`config.mk`:
```
export PLATFORM = sky130hd
export DESIGN_NAME = aes_block_serializer_flat
export DESIGN_NICKNAME = d
export VERILOG_FILES = /design/src/rtl/aes_block_serializer_if.sv /design/src/rtl/aes_block_serializer.sv /design/src/flat_wrapper.sv
export SDC_FILE = /design/constraint.sdc
export NUM_CORES = 1
export LEC_CHECK = 0
export CELL_PAD_IN_SITES_DETAIL_PLACEMENT = 0
export CELL_PAD_IN_SITES_GLOBAL_PLACEMENT = 1
export CORE_MARGIN = 3
export CORE_UTILIZATION = 30
export DETAILED_ROUTE_END_ITERATION = 16
export GPL_ROUTABILITY_DRIVEN = 1
export GPL_TIMING_DRIVEN = 0
export PLACE_DENSITY_LB_ADDON = 0.08
export SLEW_MARGIN = 25
export SYNTH_ARGS = -nofsm -noshare
export SYNTH_HDL_FRONTEND = slang
export SYNTH_SLANG_ARGS = --single-unit
```
`constraint.sdc`:
```
create_clock -name clk_i -period 4.55 [get_ports clk_i]
set_input_delay 0.91 -clock clk_i [delete_from_list [all_inputs] [get_ports clk_i]]
set_output_delay 0.91 -clock clk_i [all_outputs]
set_load 0.05 [all_outputs]
```
`src/rtl/aes_block_serializer_if.sv`:
```
// rtl/aes_block_serializer_if.sv - word stream interface carrying serialized AES output
//
// Stream bundle: data, byte strobes, valid and ready.
// Modport source drives data/strb/valid and samples ready; sink is the reverse.
interface hwpe_stream_intf_stream #(
  parameter int unsigned DATA_WIDTH = 32
);
  logic                    valid;
  logic                    ready;
  logic [DATA_WIDTH-1:0]   data;
  logic [DATA_WIDTH/8-1:0] strb;

  modport source (output valid, output data, output strb, input ready);
  modport sink   (input valid, input data, input strb, output ready);
endinterface

```
`src/rtl/aes_block_serializer.sv`:
```
// rtl/aes_block_serializer.sv - two-block buffer streaming 128-bit AES results as 32-bit words
//
// Ports:
//   clk_i, rst_ni         clock, synchronous active-low reset
//   test_mode_i           test mode (no functional effect)
//   clear_i               synchronous soft clear, drops buffered blocks and counters
//   block_i/block_valid_i/block_ready_o  block input handshake
//   aes_output            word stream source (word 0 = block bits [DATA_WIDTH-1:0])
//   busy_o                at least one block buffered
//   block_done_o          one-cycle pulse after a block's last word is accepted
//   words_sent_o          words accepted downstream since reset/clear (wraps)
// Build option: AES_SERIALIZER_BSWAP_EN byte-reverses every output word.
module aes_block_serializer #(
  parameter int unsigned DATA_WIDTH  = 32,
  parameter int unsigned BLOCK_WIDTH = 128,
  parameter int unsigned CNT_WIDTH   = 16
) (
  input  logic                   clk_i,
  input  logic                   rst_ni,
  input  logic                   test_mode_i,
  input  logic                   clear_i,
  input  logic [BLOCK_WIDTH-1:0] block_i,
  input  logic                   block_valid_i,
  output logic                   block_ready_o,
  hwpe_stream_intf_stream.source aes_output,
  output logic                   busy_o,
  output logic                   block_done_o,
  output logic [CNT_WIDTH-1:0]   words_sent_o
);

  localparam int unsigned NW    = BLOCK_WIDTH / DATA_WIDTH;
  localparam int unsigned IDX_W = (NW > 1) ? $clog2(NW) : 1;
  localparam int unsigned NB    = DATA_WIDTH / 8;
  localparam logic [IDX_W-1:0] LAST_IDX = IDX_W'(NW - 1);

  logic [BLOCK_WIDTH-1:0] head_q, tail_q;
  logic [1:0]             cnt_q;
  logic [IDX_W-1:0]       idx_q;
  logic                   done_q;
  logic [CNT_WIDTH-1:0]   words_q;

  logic                   out_valid;
  logic                   push, pop, pop_last;
  logic [DATA_WIDTH-1:0]  head_words [NW];
  logic [DATA_WIDTH-1:0]  word_sel;
  logic [DATA_WIDTH-1:0]  word_out;

  logic unused_test_mode;
  assign unused_test_mode = test_mode_i;

  // Ready depends on stored state only, so no combinational path from the stream ready.
  assign block_ready_o = (cnt_q != 2'd2);
  assign out_valid     = (cnt_q != 2'd0);
  assign push          = block_valid_i && block_ready_o;
  assign pop           = out_valid && aes_output.ready;
  assign pop_last      = pop && (idx_q == LAST_IDX);

  always_ff @(posedge clk_i) begin
    if (!rst_ni || clear_i) begin
      head_q  <= '0;
      tail_q  <= '0;
      cnt_q   <= 2'd0;
      idx_q   <= '0;
      done_q  <= 1'b0;
      words_q <= '0;
    end else begin
      done_q <= pop_last;
      if (pop) begin
        words_q <= words_q + CNT_WIDTH'(1);
        idx_q   <= pop_last ? '0 : idx_q + IDX_W'(1);
      end

      if (push && !pop_last) begin
        cnt_q <= cnt_q + 2'd1;
      end else if (!push && pop_last) begin
        cnt_q <= cnt_q - 2'd1;
      end

      // On head release the tail moves up; with one block buffered, a coincident
      // push lands directly in the head so the next word follows with no bubble.
      if (pop_last) begin
        if (cnt_q == 2'd2) begin
          head_q <= tail_q;
        end else if (push) begin
          head_q <= block_i;
        end
      end else if (push) begin
        if (cnt_q == 2'd0) begin
          head_q <= block_i;
        end else begin
          tail_q <= block_i;
        end
      end
    end
  end

  always_comb begin
    for (int i = 0; i < NW; i++) begin
      head_words[i] = head_q[i*DATA_WIDTH +: DATA_WIDTH];
    end
  end

  assign word_sel = head_words[idx_q];

`ifdef AES_SERIALIZER_BSWAP_EN
  always_comb begin
    word_out = '0;
    for (int b = 0; b < NB; b++) begin
      word_out[b*8 +: 8] = word_sel[(NB-1-b)*8 +: 8];
    end
  end
`else
  assign word_out = word_sel;
`endif

  assign aes_output.valid = out_valid;
  assign aes_output.data  = word_out;
  assign aes_output.strb  = {NB{1'b1}};

  assign busy_o       = out_valid;
  assign block_done_o = done_q;
  assign words_sent_o = words_q;

endmodule
```
`src/flat_wrapper.sv`:
```
// flat-port wrapper written by rule: the top's interface ports become plain ports
module aes_block_serializer_flat 
#(
  parameter int unsigned DATA_WIDTH  = 32,
  parameter int unsigned BLOCK_WIDTH = 128,
  parameter int unsigned CNT_WIDTH   = 16
)
  (clk_i, rst_ni, test_mode_i, clear_i, block_i, block_valid_i, block_ready_o, busy_o, block_done_o, words_sent_o, aes_output_valid, aes_output_data, aes_output_strb, aes_output_ready);
  hwpe_stream_intf_stream #(.DATA_WIDTH(DATA_WIDTH)) aes_output_i ();
  input  logic clk_i;
  input  logic rst_ni;
  input  logic test_mode_i;
  input  logic clear_i;
  input  logic [BLOCK_WIDTH-1:0] block_i;
  input  logic block_valid_i;
  output logic block_ready_o;
  output logic busy_o;
  output logic block_done_o;
  output logic [CNT_WIDTH-1:0] words_sent_o;
  output wire logic [$bits(aes_output_i.valid)-1:0] aes_output_valid;
  output wire logic [$bits(aes_output_i.data)-1:0] aes_output_data;
  output wire logic [$bits(aes_output_i.strb)-1:0] aes_output_strb;
  input wire logic [$bits(aes_output_i.ready)-1:0] aes_output_ready;
  assign aes_output_valid = aes_output_i.valid;
  assign aes_output_data = aes_output_i.data;
  assign aes_output_strb = aes_output_i.strb;
  assign aes_output_i.ready = aes_output_ready;
  aes_block_serializer #(.DATA_WIDTH(DATA_WIDTH), .BLOCK_WIDTH(BLOCK_WIDTH), .CNT_WIDTH(CNT_WIDTH)) u_core (.clk_i(clk_i), .rst_ni(rst_ni), .test_mode_i(test_mode_i), .clear_i(clear_i), .block_i(block_i), .block_valid_i(block_valid_i), .block_ready_o(block_ready_o), .aes_output(aes_output_i), .busy_o(busy_o), .block_done_o(block_done_o), .words_sent_o(words_sent_o));
endmodule
```
==> run metrics <==
status finished clean; final setup TNS 0 ns; Clock Path Buffers 3; placer congestion estimate 0.771; Routed WL 40,400 um; Post-synth top cells 277 x dfxtp_1, 260 x nand2_1, 144 x nor2_1; Synth Register Bits 277; Required @ worst endpoint 3.64 ns; Filler Cells Inserted 3,942; Placed Cells 1,979; Setup Fix Bufs, Post-CTS 0; Root Buffer clkbuf_16; ys async rst share 0%; Worst Hold Class reg -> reg; fin area 15,300 sq um; H-Tree Depth 2; first-pass GRT wire length 60,900 um; Synth area leader dfxtp_1; Antenna Cells 0; LEAKAGE 0.00610 uW; die width 203 um; synth top area cells dfxtp_1 47%, mux2i_1 11%, nand2_1 8.3%; largest net degree at the start of global routing 12; top-count cell post-synth dfxtp_1; Cell Rows 71; Fmax 243 MHz; Cell variety after synth 38; CP endpoint kind output pin; synthesized area per cell 9.12 sq um; hold slack 0.452 ns; Yosys top cell area share 47.4%; Avg WL per Cell 19.8 um; critical path class reg -> out; slew at the pin with the worst max-slew slack 0.907 ns; nets@finish 1,642; synthesized area 11,700 sq um; Slew Limit Fails 0; Ports 190; hold-fix buffer count after cts 0; Power Dens Cells 388 nW/um^2; vias 9,818; share of layout cells above drive strength 1 9.28%; number of max-cap violations 0; CP startpoint kind flop; Sink Count 277; Die Ht 203 um; Routed Antenna Nets 0; # DRC 0; P&R area growth vs syn 31.1%; HPWL Detailed 30,400 um; Final Non-Filler Cells 2,041; initial antenna violation count 1; First-pass DRT Iterations 5; Tmin final 4.12 ns; DRT iter0 DRCs 531; clock skew 0.00949 ns; final hold vios 0; crit path max fanout 10; Vias/cell 4.81; WP data arrival 3.21 ns; Post-synth EDFFs 0; Final Cycle Share 90.6%; Reg clk slew, reported paths 0.06 ns; Ys Warns 0; final setup fails 0; placed inst area 14,200 sq um; CTS resizes 0; total CTS buffers 35; total die area 41,400 sq um; gr ovfl total 0; Total GRT Usage 19.4%; RSZ-0062 raised after global routing false; Seq/Total Area, Yosys 47.4%; vias in the first global route 9,644; core area 38,000 sq um; clock insertion delay at the later pin of the skew report 0.51 ns; Gate Count Post-Synth 1,282; CTS tree done; maximum vdd drop 0.206 mV; Initial Util 30.8%; I/O Buffers 183; ys flop type dfxtp_1; Worst slew margin 39.6%
[per-stage QoR]
| stage | power (uW) | setup slack, ns | util [%] |
|---|---|---|---|
| detailed placement | 3250 | 0.926 | 37.3 |
| global route | 6200 | 0.293 | 40.3 |
| floorplan | 2920 | 1.99 | - |
| global placement | 3240 | 0.915 | 37.3 |
| CTS | 6030 | 0.354 | 40.3 |
| finish | 5950 | 0.427 | 40.3 |
[cell type report]
| cell class | instances | area, sq um | share of cell area [%] |
|---|---|---|---|
| multi-input combinational | 888 | 5620 | 36.7 |
| sequential | 277 | 5550 | 36.2 |
| timing repair buffer | 183 | 1830 | 11.9 |
| clock buffer | 57 | 1100 | 7.18 |
| tap | 511 | 639 | 4.17 |
| buffer | 117 | 529 | 3.45 |
| clock inverter | 5 | 50.0 | 0.326 |
| inverter | 3 | 11.3 | 0.0735 |
[state kept, by name, indices dropped and copies added, names as in the netlist]
signal and cells:
u_core.tail_q 128, u_core.block_done_o 1, u_core.cnt_q 2, u_core.words_sent_o 16, u_core.head_q 128, u_core.idx_q 2
[layer usage]
metal	vias to the layer above	share of wire, %	GRT usage [%]
met4	2	1.9	4.47
li1	4907	-	-
met2	257	45	31.0
met5	-	0.050	0
met1	4604	47	27.3
met3	48	5.2	3.46
[cell families (layout without fill, tap and decap cells)]
| group | after synthesis | after routing | share of synthesized area, % |
|---|---|---|---|
| adders and majority gates | 3 | 3 | 0.321 |
| xor gates and xnor gates | 13 | 13 | 0.973 |
| muxes | 162 | 162 | 17.3 |
| other | 1 | 4 | 0.0321 |
| and+or+nand+nor | 434 | 434 | 14.7 |
| AOI/OAI and AO/OA | 272 | 272 | 14.6 |
| buffers and inverters | 120 | 365 | 4.62 |
| DFF | 277 | 277 | 47.4 |
[path summary, 6_finish.rpt]
path	from	end	slack (ns)	cells after the start
max reg2reg	u_core.idx_q[0]	u_core.tail_q[126]	2.14	7
max	u_core.idx_q[0]	aes_output_data[16]	0.43	4
min	u_core.tail_q[90]	u_core.tail_q[90]	0.45	2
min reg2reg	u_core.tail_q[90]	u_core.tail_q[90]	0.45	2
[power breakdown]
group / total (uW) / internal (uW) / switching [uW]
sequential: 2540 / 2500 / 48.6
combinational: 644 / 260 / 384
clock: 2770 / 1700 / 1060
total: 5950 / 4460 / 1490
[layout by cell type, fill, tap and decap left out, types with 4 or more instances in the layout]
cell               n
buf_4             10
mux4_2            32
buf_2             42
dfxtp_1          277
nor2_1           144
nand3_1            6
clkdlybuf4s50_1  183
conb_1             4
clkbuf_1          73
o21ai_0            4
xnor2_1            5
clkbuf_8          10
xor2_1             8
nand2_1          260
clkinv_2           4
a211oi_1         128
a21oi_1          134
clkbuf_16         37
mux2i_1          130
[worst max-delay path, stage by stage, from the launching register on]
cell	delay [ns]
dfxtp_1	0.33
clkbuf_1	0.55
buf_2	0.48
mux4_2	0.60
clkdlybuf4s50_1	0.74
Note: power is estimated with default switching activity, not from simulation.
